==> src/rtl/gf180mcu_fd_sc_mcu9t5v0__antenna_drv_pkg.sv <==
// Shared definitions for the antenna-net driver.
// Contents: mode encodings, FSM state type, and the maximal-length LFSR
// tap-mask lookup for widths 2..32 (Galois right-shift form, bit t-1 set
// for each polynomial tap t).
package gf180mcu_fd_sc_mcu9t5v0__antenna_drv_pkg;

  localparam logic [1:0] MODE_HOLD   = 2'b00;
  localparam logic [1:0] MODE_TOGGLE = 2'b01;
  localparam logic [1:0] MODE_WALK   = 2'b10;
  localparam logic [1:0] MODE_LFSR   = 2'b11;

  typedef enum logic [1:0] {
    ST_IDLE = 2'd0,
    ST_RUN  = 2'd1,
    ST_FIN  = 2'd2
  } state_t;

  // Tap mask for a maximal-length LFSR of the given width.
  function automatic logic [31:0] lfsr_taps(input int unsigned w);
    case (w)
      2:       return 32'h0000_0003;
      3:       return 32'h0000_0006;
      4:       return 32'h0000_000C;
      5:       return 32'h0000_0014;
      6:       return 32'h0000_0030;
      7:       return 32'h0000_0060;
      8:       return 32'h0000_00B8;
      9:       return 32'h0000_0110;
      10:      return 32'h0000_0240;
      11:      return 32'h0000_0500;
      12:      return 32'h0000_0829;
      13:      return 32'h0000_100D;
      14:      return 32'h0000_2015;
      15:      return 32'h0000_6000;
      16:      return 32'h0000_D008;
      17:      return 32'h0001_2000;
      18:      return 32'h0002_0400;
      19:      return 32'h0004_0023;
      20:      return 32'h0009_0000;
      21:      return 32'h0014_0000;
      22:      return 32'h0030_0000;
      23:      return 32'h0042_0000;
      24:      return 32'h00E1_0000;
      25:      return 32'h0120_0000;
      26:      return 32'h0200_0023;
      27:      return 32'h0400_0013;
      28:      return 32'h0900_0000;
      29:      return 32'h1400_0000;
      30:      return 32'h2000_0029;
      31:      return 32'h4800_0000;
      32:      return 32'h8020_0003;
      default: return 32'h0000_0000;
    endcase
  endfunction

endpackage

==> src/rtl/gf180mcu_fd_sc_mcu9t5v0__antenna_drv_pat.sv <==
// Pattern next-state logic: given the latched mode and current net value,
// produce the net value after one update event (combinational).
// Ports: i_mode (pattern select), i_z (current nets), o_z_next_c (next nets).
// The LFSR pattern is built only when GF180MCU_FD_SC_MCU9T5V0_ANTDRV_LFSR_EN
// is defined; otherwise MODE_LFSR falls through to hold.
module gf180mcu_fd_sc_mcu9t5v0__antenna_drv_pat
  import gf180mcu_fd_sc_mcu9t5v0__antenna_drv_pkg::*;
#(
  parameter int unsigned WIDTH = 8
) (
  input  logic [1:0]       i_mode,
  input  logic [WIDTH-1:0] i_z,
  output logic [WIDTH-1:0] o_z_next_c
);

`ifdef GF180MCU_FD_SC_MCU9T5V0_ANTDRV_LFSR_EN
  localparam logic [WIDTH-1:0] TAPS = WIDTH'(lfsr_taps(WIDTH));

  logic [WIDTH-1:0] w_lfsr_src;
  logic [WIDTH-1:0] w_lfsr_next;

  // All-zero is the LFSR lock-up state, so it is nudged to 1 before shifting.
  assign w_lfsr_src  = (i_z == '0) ? WIDTH'(1) : i_z;
  assign w_lfsr_next = (w_lfsr_src >> 1) ^ (w_lfsr_src[0] ? TAPS : '0);
`endif

  always_comb begin
    o_z_next_c = i_z;
    case (i_mode)
      MODE_TOGGLE: o_z_next_c = ~i_z;
      MODE_WALK:   o_z_next_c = {i_z[WIDTH-2:0], i_z[WIDTH-1]};
`ifdef GF180MCU_FD_SC_MCU9T5V0_ANTDRV_LFSR_EN
      MODE_LFSR:   o_z_next_c = w_lfsr_next;
`endif
      default:     o_z_next_c = i_z;
    endcase
  end

endmodule

==> src/rtl/gf180mcu_fd_sc_mcu9t5v0__antenna_drv.sv <==
// Antenna-net driver top: launches a burst of LEN update events on WIDTH
// nets, one event every DIV+1 clocks, with BUSY/DONE handshake.
// Ports: CLK, RST (async, active-high), START, MODE, DIV, LEN, SEED in;
// Z (nets), BUSY, DONE (one-cycle pulse), EVCNT (events this burst) out.
// All outputs are registered.
// Optional LFSR pattern: GF180MCU_FD_SC_MCU9T5V0_ANTDRV_LFSR_EN.
module gf180mcu_fd_sc_mcu9t5v0__antenna_drv
  import gf180mcu_fd_sc_mcu9t5v0__antenna_drv_pkg::*;
#(
  parameter int unsigned WIDTH = 8,
  parameter int unsigned DIVW  = 8,
  parameter int unsigned CNTW  = 16
) (
  input  logic             CLK,
  input  logic             RST,
  input  logic             START,
  input  logic [1:0]       MODE,
  input  logic [DIVW-1:0]  DIV,
  input  logic [CNTW-1:0]  LEN,
  input  logic [WIDTH-1:0] SEED,
  output logic [WIDTH-1:0] Z,
  output logic             BUSY,
  output logic             DONE,
  output logic [CNTW-1:0]  EVCNT
);

  state_t           r_state, w_state_nxt;
  logic [1:0]       r_mode,  w_mode_nxt;
  logic [DIVW-1:0]  r_div,   w_div_nxt;
  logic [CNTW-1:0]  r_len,   w_len_nxt;
  logic [DIVW-1:0]  r_presc, w_presc_nxt;
  logic [WIDTH-1:0] r_z,     w_z_nxt;
  logic             r_busy,  w_busy_nxt;
  logic             r_done,  w_done_nxt;
  logic [CNTW-1:0]  r_evcnt, w_evcnt_nxt;

  logic [WIDTH-1:0] w_pat;
  logic [CNTW-1:0]  w_evcnt_inc;

  assign w_evcnt_inc = r_evcnt + CNTW'(1);

  gf180mcu_fd_sc_mcu9t5v0__antenna_drv_pat #(
    .WIDTH (WIDTH)
  ) u_pat (
    .i_mode     (r_mode),
    .i_z        (r_z),
    .o_z_next_c (w_pat)
  );

  // State and output registers.
  always_ff @(posedge CLK or posedge RST) begin
    if (RST) begin
      r_state <= ST_IDLE;
      r_mode  <= MODE_HOLD;
      r_div   <= '0;
      r_len   <= '0;
      r_presc <= '0;
      r_z     <= '0;
      r_busy  <= 1'b0;
      r_done  <= 1'b0;
      r_evcnt <= '0;
    end else begin
      r_state <= w_state_nxt;
      r_mode  <= w_mode_nxt;
      r_div   <= w_div_nxt;
      r_len   <= w_len_nxt;
      r_presc <= w_presc_nxt;
      r_z     <= w_z_nxt;
      r_busy  <= w_busy_nxt;
      r_done  <= w_done_nxt;
      r_evcnt <= w_evcnt_nxt;
    end
  end

  // Next-state and next-output logic.
  always_comb begin
    w_state_nxt = r_state;
    w_mode_nxt  = r_mode;
    w_div_nxt   = r_div;
    w_len_nxt   = r_len;
    w_presc_nxt = r_presc;
    w_z_nxt     = r_z;
    w_busy_nxt  = r_busy;
    w_done_nxt  = 1'b0;
    w_evcnt_nxt = r_evcnt;

    case (r_state)
      ST_IDLE: begin
        if (START) begin
          w_mode_nxt  = MODE;
          w_div_nxt   = DIV;
          w_len_nxt   = LEN;
          w_z_nxt     = SEED;
          w_presc_nxt = '0;
          w_evcnt_nxt = '0;
          // A zero-length burst completes at the accepting edge.
          if (LEN == '0) begin
            w_state_nxt = ST_FIN;
            w_busy_nxt  = 1'b0;
            w_done_nxt  = 1'b1;
          end else begin
            w_state_nxt = ST_RUN;
            w_busy_nxt  = 1'b1;
          end
        end
      end
      ST_RUN: begin
        if (r_presc == r_div) begin
          w_presc_nxt = '0;
          w_evcnt_nxt = w_evcnt_inc;
          w_z_nxt     = w_pat;
          if (w_evcnt_inc == r_len) begin
            w_state_nxt = ST_FIN;
            w_busy_nxt  = 1'b0;
            w_done_nxt  = 1'b1;
          end
        end else begin
          w_presc_nxt = r_presc + DIVW'(1);
        end
      end
      ST_FIN: begin
        w_state_nxt = ST_IDLE;
      end
      default: begin
        w_state_nxt = ST_IDLE;
        w_busy_nxt  = 1'b0;
      end
    endcase
  end

  assign Z     = r_z;
  assign BUSY  = r_busy;
  assign DONE  = r_done;
  assign EVCNT = r_evcnt;

endmodule

==> config.mk <==
export PLATFORM = sky130hd
export DESIGN_NAME = gf180mcu_fd_sc_mcu9t5v0__antenna_drv
export DESIGN_NICKNAME = d
export VERILOG_FILES = /design/src/rtl/gf180mcu_fd_sc_mcu9t5v0__antenna_drv_pkg.sv /design/src/rtl/gf180mcu_fd_sc_mcu9t5v0__antenna_drv_pat.sv /design/src/rtl/gf180mcu_fd_sc_mcu9t5v0__antenna_drv.sv
export SDC_FILE = /design/constraint.sdc
export NUM_CORES = 1
export LEC_CHECK = 0
export CORE_MARGIN = 2
export CORE_UTILIZATION = 48
export CTS_CLUSTER_SIZE = 24
export DETAILED_ROUTE_END_ITERATION = 8
export PLACE_DENSITY_LB_ADDON = 0.08
export SETUP_SLACK_MARGIN = 0.1
export SYNTH_ARGS = -nofsm -noshare
export SYNTH_HDL_FRONTEND = slang
export SYNTH_SLANG_ARGS = --single-unit
==> constraint.sdc <==
create_clock -name CLK -period 2.5 [get_ports CLK]
set_input_delay 0.75 -clock CLK [delete_from_list [all_inputs] [get_ports CLK]]
set_output_delay 0.75 -clock CLK [all_outputs]
set_load 0.05 [all_outputs]
==> impl_metrics.ini, run 1 <==
[synth]
netlist_top_cells_area = dfrtp_1 42%, nand2_1 9.9%, o21ai_0 6.1%, xnor2_1 5.3%, a21oi_1 2.7%
synthCells = 430
synth.distinct_cells = 52
avgSynthCellArea_um2 = 8.529
yosysTopAreaCellShare_pct = 42.31
synth_flop_cell = dfrtp_1
synth_common_cells = 97 x nand2_1, 62 x dfrtp_1, 45 x o21ai_0
synth-seq-cells = 62
synth_seq_area_share_pct = 42.31
async_reset_ff_share_pct = 100.0
synth_edf_count = 0
yosys.cell_count.top_type = nand2_1
synth_area_um2 = 3667
yosysTopAreaCell = dfrtp_1
yosysWarnings = 0
syn-num-nets = 469

[die]
die_w_um = 91.41
fp-row-count = 31
die_height_um = 91.41
start_util_pct = 50.03
dieArea_um2 = 8355
num_io_pins = 63
core_area_um2 = 7331

[routing]
drt_pass1_iterations = 4
drc = 0
drt-wirelength-per-cell_um = 15.59
dr_total_vias = 3393
vias_per_cell = 5.618
postRouteAntennaNets = 0
routed_wl_mm = 9.415
drtIter0Drc = 119

[worst_hold_path]
hold_class = reg -> reg
min_delay_path_depth = 2

[power]
clkPwrFrac_pct = 20.1
powerDensity_nw_per_um2 = 937.7
combPwrFrac_pct = 42.4
switching_share_pct = 43.28
p_seq_share_pct = 37.5
leakagePower_nw = 2.078
p_int_w = 0.002542
switching_power_w = 0.001940
peakVddDrop_mv = 0.5120

[sta]
fin_crit_ns = 2.372
rsz0062_at_grt = true
fmax_mhz = 421.6
whs_ns = 0.5002
period_share_pct = 94.87
tns_ns = 0
setup_viol_count_final = 0
finalHoldViolCount = 0
worstMarginPinSlew_ns = 0.5369
slew_violations = 0
fin_worst_skew_ns = 0.008708
relSlewSlack_pct = 64.13

[clocking]
path_clk_slew_ns = 0.07
numCtsBuffers = 9
cts_tree = yes
clockBufferDepth = 2
insertion_delay_ns = 0.34
h-tree-depth = 3
clkSinkCount = 62
cts_root_buffer = clkbuf_8

[cells_and_area]
multi_input_area_um2 = 2049
finalNetCount = 539
syn_to_final_growth_pct = 30.33
layout-drive-gt1-share_pct = 13.47
n_fill_cell = 639
n_antenna_cell = 0
seq_area_um2 = 1570

[placement]
place_congestion = 0.8837
port_buffers = 62
hpwl_mm = 6.757

[global_routing]
grt_pass1_vias = 3258
grt_use_total_pct = 23.55
grt_max_degree = 32
antenna_found_initial = 0
grt_pass1_wl_mm = 15.85
grt_overflow = 0

[worst_setup_path]
crit_fanout = 9
arrival_ns = 2.57
startpoint_type = flip-flop
ff2ff_path_depth = 7
cp-end-kind = flip-flop
critPathRequiredTime_ns = 2.70
path_class = reg -> reg

[outcome]
outcome = finished clean

[run]
timing.max_cap.violations = 0
worst paths after layout:
path,start,endpoint,slack [ns]
max,EVCNT[1],r_state[0],0.13
min,r_len[11],r_len[11],0.50
max reg2reg,EVCNT[1],r_state[0],0.13
min reg2reg,r_len[11],r_len[11],0.50
max in group asynchronous,RST,EVCNT[1],1.23
min in group asynchronous,RST,EVCNT[9],0.75
power by group through the flow:
stage                     sequential (W)  clock (W)  combinational [W]
after detailed placement         0.00169          0            0.00194
final                            0.00168   0.000901            0.00190
after global placement           0.00167          0            0.00191
after floorplan                  0.00200          0            0.00104
after CTS                        0.00167   0.000926            0.00189
after global routing             0.00173   0.000964            0.00207
placed cells by master (no fill, tap or decap), drive strengths merged, types with 11 or more instances in the layout:
cell type	synthesis	routed
buf	10	22
dfrtp	62	62
nor2	20	20
clkbuf	15	13
nand3	11	11
clkdlybuf4s50	0	45
a21oi	20	20
o21ai	45	45
nand2	97	97
dlygate4sd2	0	13
xnor2	22	22
critical path: stages, from the launching register on:
cell	delay, ns
dfrtp_4	0.47
ha_4	0.21
and4_4	0.27
a21oi_1	0.07
or4_1	0.51
nand4b_1	0.26
nor4b_4	0.32
o211ai_1	0.11
kinds of logic (layout without fill, tap and decap cells):
logic type | after synthesis | in the layout | share of synthesized area, %
AOI/OAI and AO/OA | 109 | 109 | 18.12
adders and majority gates | 2 | 2 | 0.6823
xor gates and xnor gates | 30 | 30 | 7.165
buffers and inverters | 32 | 107 | 3.787
DFF | 62 | 62 | 42.31
muxes | 3 | 3 | 0.8189
and+or+nand+nor | 192 | 192 | 27.12
timing repair:
action,in CTS,in global routing
endpoints found under the setup margin,14,8
gates resized for setup,14,9
buffers inserted,0,2
pin swaps,0,2
hold buffers,0,0
layer usage:
metal | up-vias | wire length, um | GRT usage (%)
met5 | - | 0 | 0
met1 | 1632 | 4205 | 30.81
met2 | 73 | 4648 | 38.60
met4 | 0 | 173 | 8.586
li1 | 1673 | - | -
met3 | 15 | 387 | 4.730
stage by stage:
| step | area, um^2 | util, % | total power, W | cells | setup WS (ns) |
|---|---|---|---|---|---|
| 4_1_cts | 4723 | 64.43 | 0.004484 | 602 | 0.1001 |
| 3_5_place_dp | 4529 | 61.79 | 0.003629 | 586 | 0.06919 |
| 5_1_grt | 4780 | 65.20 | 0.004765 | 604 | 0.03202 |
| 6_report | 4780 | 65.20 | 0.004482 | 604 | 0.1281 |
| 3_3_place_gp | 4529 | 61.79 | 0.003587 | 586 | 0.09778 |
| 2_1_floorplan | 3724 | - | 0.003037 | 430 | 0.1179 |
state kept, by name (all words and copies together), names as in the netlist:
register and cells:
r_div 8, BUSY 1, r_state 2, Z 8, r_mode 2, r_len 16, DONE 1, r_presc 8
EVCNT 16
layout make-up:
type / count / share of cell area (%)
clock inverter: 3 / 0.8901
timing repair buffer: 84 / 16.83
clock buffer: 13 / 3.325
sequential: 62 / 32.85
inverter: 7 / 0.6283
multi-input combinational: 336 / 42.88
tap: 99 / 2.592
(Power assumes the default switching activity.)
==> run 2: changes to the inputs <==
- CORE_UTILIZATION: 48 -> 52
- clock period: 2.5 -> 2.7 ns (I/O delays scaled with it)
==> run 2 against run 1 <==
- global-route usage increased by 2.1 points
- critical path type is now reg -> out
- sequential share of layout area increased by 0.62 points
- critical endpoint is now EVCNT[0]
- clock-buffer cell count decreased by 1
- combinational power decreased by 7%
==> impl_metrics.ini, run 2 (synthesized netlist as in run 1, its figures left out) <==
[placement]
port_buffers = 62
pre_cts_ws_ns = 0.1214
hpwl_mm = 6.674
dpl_cell_area_um2 = 4428
place_congestion = 0.9576

[sta]
worstMarginPinSlew_ns = 0.7367
setup_viol_count_final = 0
fmax_mhz = 396.1
relSlewSlack_pct = 50.89
finalHoldViolCount = 0
fin_crit_ns = 2.524
fin_worst_skew_ns = 0.008970
tns_ns = 0
slew_violations = 0
finalWorstSetupSlack_ns = 0.1757
period_share_pct = 93.49
rsz0062_at_grt = true

[cells_and_area]
layout-drive-gt1-share_pct = 9.438
seq_area_um2 = 1554
syn_to_final_growth_pct = 26.58
fin_area_um2 = 4642
multi_input_area_um2 = 2002
n_antenna_cell = 0
final_cell_mix = 97 x nand2_1, 60 x dfrtp_1, 57 x clkdlybuf4s50_1, 45 x o21ai_0, 22 x xnor2_1
finalNetCount = 532
n_fill_cell = 589
layout_commonest_cell = nand2_1

[clocking]
cts_tree = yes
cts_root_buffer = clkbuf_8
clkSinkCount = 62
post_cts_buffers = 0
insertion_delay_ns = 0.34
numCtsBuffers = 9
h-tree-depth = 3
clockBufferDepth = 2
ctsHoldBuffers = 0
path_clk_slew_ns = 0.07

[routing]
routed_wl_mm = 9.350
postRouteAntennaNets = 0
met2_length_mm = 4.739
dr_total_vias = 3359
drc = 0
drt-wirelength-per-cell_um = 15.74
met1Wirelength_mm = 4.062
routed-wl-met3_um = 383
drt_pass1_iterations = 4
vias_per_cell = 5.655
highest_layer = met4
drtIter0Drc = 184

[outcome]
outcome = finished clean

[worst_setup_path]
path_class = reg -> out
arrival_ns = 1.71
critPathRequiredTime_ns = 1.89
cp-end-kind = output pin
startpoint_type = flip-flop
path_cells = buf_4 > clkdlybuf4s50_1
r2r_setup_slack_ns = 0.25
crit_slowest_cell = clkdlybuf4s50_1
cpPeakStageDelay_ns = 0.81
critPathTopFamily = buffers and inverters
cp.buffers_inverters = 2
crit_fanout = 8

[global_routing]
grt_overflow = 0
antenna_found_initial = 0
grt_use_total_pct = 25.65
grt_pass1_wl_mm = 15.32
grt_pass1_vias = 3267
grt_max_degree = 46

[die]
core_area_um2 = 6794
die_height_um = 87.98
dieArea_um2 = 7740
start_util_pct = 53.98
num_io_pins = 63
fp-row-count = 30
die_w_um = 87.98

[worst_hold_path]
hold_class = reg -> reg

[run]
timing.max_cap.violations = 0

[power]
powerDensity_nw_per_um2 = 890.1
peakVddDrop_mv = 0.5313
leakagePower_nw = 1.979
==> run 2: cell types whose count changed in the layout (fill, tap and decap cells not counted), sizes merged <==
cell | previous run | this run
clkinvlp | 2 | 1
dlymetal6s2s | 4 | 2
dlygate4sd2 | 13 | 3
clkbuf | 13 | 12
buf | 22 | 15
clkdlybuf4s50 | 45 | 57
inv | 6 | 7
clkinv | 1 | 2
==> run 2: what timing repair did <==
item                                   CTS  global route
setup endpoints to repair                4             5
endpoints found under the hold margin    0             0
pin swaps                                0             0
gates resized for setup                  4             5
==> run 2: layout make-up <==
cell class	instances	area share (%)
Inverter	7	0.5660
Clock buffer	12	3.127
Tap cell	96	2.588
Clock inverter	4	1.024
Timing Repair Buffer	77	16.09
Multi-Input combinational cell	336	43.13
Sequential cell	62	33.48
==> run 2: path summary, 6_finish.rpt <==
check                      startpoint  cells past startpoint         end
max                          EVCNT[0]                      2    EVCNT[0]
min                         r_len[11]                      2   r_len[11]
max reg2reg                  EVCNT[8]                      6  r_state[0]
min reg2reg                 r_len[11]                      2   r_len[11]
max in group asynchronous         RST                      3    EVCNT[3]
min in group asynchronous         RST                      2    EVCNT[7]
==> run 2: routing by layer <==
metal	up-vias	global-route usage, %
li1	1660	-
met1	1592	32.22
met2	91	43.53
met3	16	5.278
met4	0	9.790
met5	-	0
==> run 2: report_power, final <==
part | switching [W] | internal (W) | total [W]
Sequential | 0.000377 | 0.00116 | 0.00153
Combinational | 0.00105 | 0.000729 | 0.00177
Clock | 0.000375 | 0.000450 | 0.000825
Total | 0.00180 | 0.00233 | 0.00413
==> run 2: through the flow <==
step	hold slack [ns]	total power, W	utilization [%]	std cells
2_1_floorplan	0.4652	0.002755	-	430
3_3_place_gp	0.4829	0.003272	65.18	578
3_5_place_dp	0.4898	0.003312	65.18	578
4_1_cts	0.5075	0.004137	67.99	594
5_1_grt	0.5332	0.004383	68.32	594
6_report	0.5039	0.004132	68.32	594
==> run 2: tightest hold or removal path: stages, from the launching register on <==
cell and delay [ns]:
dfrtp_1 0.37, nand2_1 0.05, nand2_1 0.05
